[config.mk]
export PLATFORM = sky130hd
export DESIGN_NAME = rtc_bus_ctrl
export DESIGN_NICKNAME = d
export VERILOG_FILES = /design/src/rtl/rtc_bus_ctrl_pkg.sv /design/src/rtl/rtc_bus_ctrl_phase_timer.sv /design/src/rtl/rtc_bus_ctrl.sv
export SDC_FILE = /design/constraint.sdc
export NUM_CORES = 1
export LEC_CHECK = 0
export BUFFER_PORTS_ARGS = -buffer_cell sky130_fd_sc_hd__buf_2
export CORE_AREA = 5 5 89 91
export CTS_CLUSTER_SIZE = 24
export DETAILED_ROUTE_END_ITERATION = 7
export DIE_AREA = 0 0 94 96
export HOLD_SLACK_MARGIN = 0.12
export PLACE_DENSITY_LB_ADDON = 0.2
export SETUP_SLACK_MARGIN = 0.4
export SLEW_MARGIN = 20
export SYNTH_ARGS = -nofsm -noshare
export SYNTH_HDL_FRONTEND = slang
export SYNTH_HIERARCHICAL = 1
export SYNTH_SLANG_ARGS = --single-unit
[constraint.sdc]
create_clock -name clk -period 6.5 [get_ports clk]
set_clock_uncertainty 0.1 [all_clocks]
set_input_delay 0.975 -clock clk [delete_from_list [all_inputs] [get_ports clk]]
set_output_delay 0.975 -clock clk [all_outputs]
set_load 0.02 [all_outputs]
[src/rtl/rtc_bus_ctrl_pkg.sv]
// Shared definitions for the RTC multiplexed-bus controller: state encoding,
// default timing and read/write direction constants.
package rtc_bus_ctrl_pkg;

    typedef enum logic [3:0] {
        IDLE = 4'd0,
        A_SU = 4'd1,
        A_ST = 4'd2,
        A_HD = 4'd3,
        GAP  = 4'd4,
        D_SU = 4'd5,
        D_ST = 4'd6,
        D_HD = 4'd7,
        DONE = 4'd8
    } rtc_state_t;

    localparam int unsigned DEF_T_SU  = 2;
    localparam int unsigned DEF_T_PW  = 4;
    localparam int unsigned DEF_T_HD  = 2;
    localparam int unsigned DEF_T_GAP = 2;
    localparam int unsigned DEF_CNT_W = 4;

    localparam logic RW_READ  = 1'b1;
    localparam logic RW_WRITE = 1'b0;

endpackage

[src/rtl/rtc_bus_ctrl_phase_timer.sv]
// Loadable down-counter timing each bus phase; expire is high while the count is zero.
module rtc_phase_timer #(
    parameter int unsigned CNT_W = 4
) (
    input  logic             clk,
    input  logic             reset_n,
    input  logic             load,
    input  logic [CNT_W-1:0] load_val,
    output logic             expire
);

    logic [CNT_W-1:0] cnt;

    always_ff @(posedge clk or negedge reset_n) begin
        if (!reset_n) begin
            cnt <= '0;
        end else if (load) begin
            cnt <= load_val;
        end else if (cnt != '0) begin
            cnt <= cnt - CNT_W'(1);
        end
    end

    assign expire = (cnt == '0);

endmodule

[src/rtl/rtc_bus_ctrl.sv]
// Single-transaction sequencer for the RTC 8-bit multiplexed address/data bus:
// address write phase, cs_n gap, then data write or read phase.
module rtc_bus_ctrl
    import rtc_bus_ctrl_pkg::*;
#(
    parameter int unsigned T_SU  = DEF_T_SU,
    parameter int unsigned T_PW  = DEF_T_PW,
    parameter int unsigned T_HD  = DEF_T_HD,
    parameter int unsigned T_GAP = DEF_T_GAP,
    parameter int unsigned CNT_W = DEF_CNT_W
) (
    input  logic       clk,
    input  logic       reset_n,
    input  logic       start,
    input  logic       rw,
    input  logic [7:0] addr,
    input  logic [7:0] wdata,
    output logic       busy,
    output logic       done,
    output logic [7:0] rdata,
    output logic       cs_n,
    output logic       rd_n,
    output logic       wr_n,
    output logic       ad_sel,
    output logic       en_ss,
    output logic [7:0] bus_out,
    input  logic [7:0] bus_in
);

    localparam logic [CNT_W-1:0] LD_SU  = CNT_W'(T_SU - 1);
    localparam logic [CNT_W-1:0] LD_PW  = CNT_W'(T_PW - 1);
    localparam logic [CNT_W-1:0] LD_HD  = CNT_W'(T_HD - 1);
    localparam logic [CNT_W-1:0] LD_GAP = CNT_W'(T_GAP - 1);

    rtc_state_t       state;
    rtc_state_t       nxt;
    logic             load;
    logic [CNT_W-1:0] load_val;
    logic             expire;
    logic             rw_q;
    logic [7:0]       addr_q;
    logic [7:0]       wdata_q;
    logic             is_wr;

    rtc_phase_timer #(.CNT_W(CNT_W)) u_timer (
        .clk      (clk),
        .reset_n  (reset_n),
        .load     (load),
        .load_val (load_val),
        .expire   (expire)
    );

    assign is_wr = (rw_q == RW_WRITE);

    // Next state and timer reload for the entered phase.
    always_comb begin
        nxt      = state;
        load     = 1'b0;
        load_val = '0;
        case (state)
            IDLE: if (start)  begin nxt = A_SU; load = 1'b1; load_val = LD_SU;  end
            A_SU: if (expire) begin nxt = A_ST; load = 1'b1; load_val = LD_PW;  end
            A_ST: if (expire) begin nxt = A_HD; load = 1'b1; load_val = LD_HD;  end
            A_HD: if (expire) begin nxt = GAP;  load = 1'b1; load_val = LD_GAP; end
            GAP:  if (expire) begin nxt = D_SU; load = 1'b1; load_val = LD_SU;  end
            D_SU: if (expire) begin nxt = D_ST; load = 1'b1; load_val = LD_PW;  end
            D_ST: if (expire) begin nxt = D_HD; load = 1'b1; load_val = LD_HD;  end
            D_HD: if (expire) nxt = DONE;
            DONE: nxt = IDLE;
            default: nxt = IDLE;
        endcase
    end

    // Outputs are decoded from the state being entered so they appear in its first cycle.
    always_ff @(posedge clk or negedge reset_n) begin
        if (!reset_n) begin
            state   <= IDLE;
            cs_n    <= 1'b1;
            rd_n    <= 1'b1;
            wr_n    <= 1'b1;
            ad_sel  <= 1'b1;
            en_ss   <= 1'b0;
            bus_out <= '0;
            busy    <= 1'b0;
            done    <= 1'b0;
            rdata   <= '0;
            rw_q    <= RW_WRITE;
            addr_q  <= '0;
            wdata_q <= '0;
        end else begin
            state <= nxt;
            done  <= 1'b0;
            busy  <= (nxt != IDLE);
            rd_n  <= 1'b1;
            wr_n  <= 1'b1;
            if (state == IDLE && start) begin
                rw_q    <= rw;
                addr_q  <= addr;
                wdata_q <= wdata;
            end
            if (state == D_ST && expire && rw_q == RW_READ) begin
                rdata <= bus_in;
            end
            case (nxt)
                A_SU: begin
                    cs_n    <= 1'b0;
                    ad_sel  <= 1'b0;
                    en_ss   <= 1'b1;
                    bus_out <= (state == IDLE) ? addr : addr_q;
                end
                A_ST: wr_n <= 1'b0;
                A_HD: ;
                GAP: begin
                    cs_n   <= 1'b1;
                    ad_sel <= 1'b1;
                    en_ss  <= 1'b0;
                end
                D_SU: begin
                    cs_n   <= 1'b0;
                    ad_sel <= 1'b1;
                    en_ss  <= is_wr;
                    if (is_wr) bus_out <= wdata_q;
                end
                D_ST: begin
                    wr_n  <= ~is_wr;
                    rd_n  <= is_wr;
                    en_ss <= is_wr;
                end
                D_HD: cs_n <= 1'b0;
                DONE: begin
                    cs_n  <= 1'b1;
                    en_ss <= 1'b0;
                    done  <= 1'b1;
                end
                default: begin
                    cs_n   <= 1'b1;
                    ad_sel <= 1'b1;
                    en_ss  <= 1'b0;
                end
            endcase
        end
    end

endmodule

==> metrics.log <==
[metrics] outcome: completed
[metrics] All-Layer GR Usage: between 10% and 20%
[metrics] antenna violations before repair: 0
[metrics] # Post-CTS Setup Buffers: 0
[metrics] worst-margin pin slew: between 0.7 and 0.8 ns
[metrics] Avg Synthesized Cell Area: roughly 13 µm²
[metrics] power density cells: approximately 520 mW/mm²
[metrics] fraction of registers with async set or reset after synthesis: 100%
[metrics] clock tree from TritonCTS: done
[metrics] sort of element at the end of the critical path: flop
[metrics] # Max-Cap Violations: 0
[metrics] Clock Tree Buf Depth: 2
[metrics] Post-Route WL: ~4600 µm
[metrics] internal reg-to-reg setup slack: 3.56 ns
[metrics] post-synthesis instance total: 188
[metrics] post-route clock period utilization: 45.2%
[metrics] final estimated routing congestion in global placement: between 0.7 and 0.8
[metrics] final HPWL from detailed placement: about 3200 µm
[metrics] largest net degree at the start of global routing: slightly below 50
[metrics] worst hold path class: flop to flop
[metrics] Iteration-0 DRC Markers: 77
[metrics] commonest register cell after synthesis: sky130_fd_sc_hd__dfrtp_1
[metrics] post-CTS clock slew at the launch and capture registers of the worst setup and hold paths: 0.10 ns
[metrics] Design Area, Final: ~0.0028 mm²
[metrics] total of endpoints with negative setup slack in the final report: 0
[metrics] row count: 31
[metrics] commonest non-fill, non-tap cells in the layout: sky130_fd_sc_hd__buf_2, sky130_fd_sc_hd__dfrtp_1, sky130_fd_sc_hd__mux2_2
[metrics] via count of the first global-routing pass: between 1,000 and 1,500
[metrics] y dimension of the die: 96 µm
[metrics] number of search-and-repair iterations in the first detailed-routing pass: 4
[metrics] Syn. warnings: 6
[metrics] worst hold margin: between 0.4 and 0.5 ns
[metrics] most common cell after layout, fill and taps aside: sky130_fd_sc_hd__buf_2
[metrics] peak-usage layer in the global routing report: met2
[metrics] required time at the worst-slack endpoint: 6.60 ns
[metrics] area share of the largest cell type after synthesis: a little under half
[metrics] total count of hold-check failures in the final report: 0
[metrics] post-detailed-route via-to-cell ratio: 4.67
[metrics] overall die width: 94 µm
[metrics] met3 track demand over resource: under 10%
[metrics] worst-skew pair later-pin latency: 0.30 ns
[metrics] num ports: 51
[metrics] number of synthesized register bits: 48
[metrics] CP startpoint kind: flop
[metrics] drt drc: 0
[metrics] number of vias after detailed routing: 1,568
[metrics] Reg-to-Reg Start: u_timer/cnt[0]
[metrics] post-cts repair resize count: 0
[metrics] sequential area share after synthesis: just over 50%
[metrics] diode count: 0
[metrics] sinks on the clock net: 48
[metrics] Max VDD drop: roughly 0.18 mV
[metrics] floorplan core area: 0.00706 mm²
[metrics] routing usage on met1: between 10% and 20%
[metrics] final slew viol count: 0
[metrics] final antenna-violating net count: 0
[metrics] # hold bufs at CTS: 0
[metrics] fraction of final layout cells with drive strength greater than 1: around 47%
[metrics] Buffers on Ports: 50
[metrics] static leakage power: around 1.3 nW
[metrics] number of unique standard cell types used by synthesis: 42
[metrics] final worst path period need: between 2 and 3 ns
[metrics] aggregate negative setup slack: 0 ns
[metrics] Initial Utilization: 33.9%
[metrics] startpoint of the most critical setup path: u_timer/cnt[0]
[metrics] area growth from synthesis to layout: 17.5%
[metrics] headroom to the max-slew limit: slightly below 50%
[metrics] Num CTS Buffers: 5
[metrics] most area-hungry cell type in the Yosys netlist: sky130_fd_sc_hd__dfrtp_1
[metrics] classification of the worst setup path: flop to flop
[metrics] standard cell area after detailed placement: about 0.0027 mm²
[metrics] source of the worst hold timing path: wdata_q[3]
[metrics] number of nets at the end of the flow: approximately 270
[metrics] CTS Root Buffer Type: sky130_fd_sc_hd__clkbuf_8
[metrics] Max Fclk: 0.340 GHz
[metrics] unrepaired setup endpoints after global routing: no
[metrics] cells taking the most area after synthesis: sky130_fd_sc_hd__dfrtp_1, sky130_fd_sc_hd__mux2_2, sky130_fd_sc_hd__mux2_4, sky130_fd_sc_hd__dfstp_2, sky130_fd_sc_hd__mux2_1
[metrics] GRT met2 Usage: 16.4%
[metrics] cell area after synthesis: between 0.002 and 0.0025 mm²
[metrics] highest net fanout along the worst path: 18
[metrics] first-pass GRT wire length: around 7500 µm
[metrics] mean routed wirelength per cell: roughly 14 µm
[metrics] worst-case reg-to-reg path depth: 7
[metrics] sink of the worst hold path: wdata_q[3]
[metrics] number of synthesized flops with an enable pin: 0
[metrics] data arrival time of the critical path: 3.04 ns
[metrics] hold path cells: 1
[metrics] GRT overflow: 0
[metrics] H-tree depth reported by CTS: 2
[metrics] endpoint of the lowest-slack register-to-register path: bus_out[0]
[metrics] total die area: between 0.009 and 0.01 mm²
Yosys cell counts, types with 2 or more instances:
master / n
sky130_fd_sc_hd__a21o_1: 2
sky130_fd_sc_hd__a21oi_1: 4
sky130_fd_sc_hd__a221o_1: 2
sky130_fd_sc_hd__and2_1: 2
sky130_fd_sc_hd__buf_2: 3
sky130_fd_sc_hd__buf_4: 2
sky130_fd_sc_hd__buf_6: 2
sky130_fd_sc_hd__clkbuf_1: 4
sky130_fd_sc_hd__dfrtp_1: 44
sky130_fd_sc_hd__dfstp_2: 4
sky130_fd_sc_hd__inv_1: 4
sky130_fd_sc_hd__mux2_1: 8
sky130_fd_sc_hd__mux2_2: 33
sky130_fd_sc_hd__mux2_4: 10
sky130_fd_sc_hd__mux2i_1: 4
sky130_fd_sc_hd__nand2_1: 7
sky130_fd_sc_hd__nand2b_1: 3
sky130_fd_sc_hd__nand3_1: 2
sky130_fd_sc_hd__nor2_1: 12
sky130_fd_sc_hd__nor3_1: 3
sky130_fd_sc_hd__o211ai_1: 2
sky130_fd_sc_hd__o21ai_0: 6
sky130_fd_sc_hd__o21ai_1: 2
sky130_fd_sc_hd__o21bai_1: 2
sky130_fd_sc_hd__xnor2_1: 4
state kept, by name (all words and copies together) (netlist names):
register and cells:
ad_sel 1, addr_q 8, bus_out 8, busy 1, cs_n 1, done 1
en_ss 1, rd_n 1, rdata 8, rw_q 1, state 4, u_timer/cnt 4
wdata_q 8, wr_n 1
power by group:
part / internal, mW / total [mW] / switching [mW]
clock network: 0.0893 / 0.197 / 0.107
logic: 0.371 / 0.707 / 0.336
registers: 0.445 / 0.555 / 0.110
total: 0.905 / 1.46 / 0.554
worst max-delay path: stages, from the launching register on:
cell and delay [ns]:
sky130_fd_sc_hd__dfrtp_1 0.39, sky130_fd_sc_hd__inv_1 0.09, sky130_fd_sc_hd__ha_1 0.21, sky130_fd_sc_hd__nor3b_4 0.65, sky130_fd_sc_hd__nand3_1 0.36, sky130_fd_sc_hd__xnor2_1 0.26
sky130_fd_sc_hd__o21ai_2 0.41, sky130_fd_sc_hd__mux2_2 0.39
worst max-delay path by stage:
stage	end	slack [ns]	cells past startpoint
after global routing	bus_out[2]	3.39	7
after CTS	bus_out[7]	3.58	7
final	bus_out[0]	3.56	7
after floorplan	u_timer/cnt[3]	3.99	11
after detailed placement	bus_out[6]	3.57	7
after global placement	bus_out[4]	3.67	7
logic make-up after synthesis:
family                     Yosys count  synth area share, %
xor gates and xnor gates             4                 1.47
DFF                                 48                 50.5
other                                1                0.157
muxes                               55                 27.3
and+or+nand+nor                     39                 9.63
buffers and inverters               15                 3.45
AOI/OAI and AO/OA                   25                 7.02
adders and majority gates            1                0.523
metrics by stage:
step | setup slack, ns | total power [mW] | utilization, % | instances
2_1_floorplan | 3.99 | 1.12 | - | 189
3_3_place_gp | 3.67 | 1.27 | 38.4 | 328
3_5_place_dp | 3.57 | 1.28 | 38.4 | 328
4_1_cts | 3.58 | 1.48 | 39.8 | 336
5_1_grt | 3.39 | 1.57 | 39.8 | 336
6_report | 3.56 | 1.46 | 39.8 | 336
final cells by class:
| class | count | area, µm² |
|---|---|---|
| tap | 99 | 124 |
| clock buffer | 6 | 82.6 |
| inverter | 4 | 15.0 |
| clock inverter | 2 | 17.5 |
| fill | 725 | 4250 |
| multi-input combinational | 126 | 1100 |
| sequential | 48 | 1210 |
| timing repair buffer | 51 | 258 |
metal layers:
| metal | vias up | share of wire (%) |
|---|---|---|
| li1 | 752 | - |
| met1 | 774 | 49 |
| met2 | 38 | 46 |
| met3 | 4 | 4.6 |
| met4 | 0 | 1.1 |
| met5 | - | 0 |
Note: power is estimated with default switching activity, not from simulation.
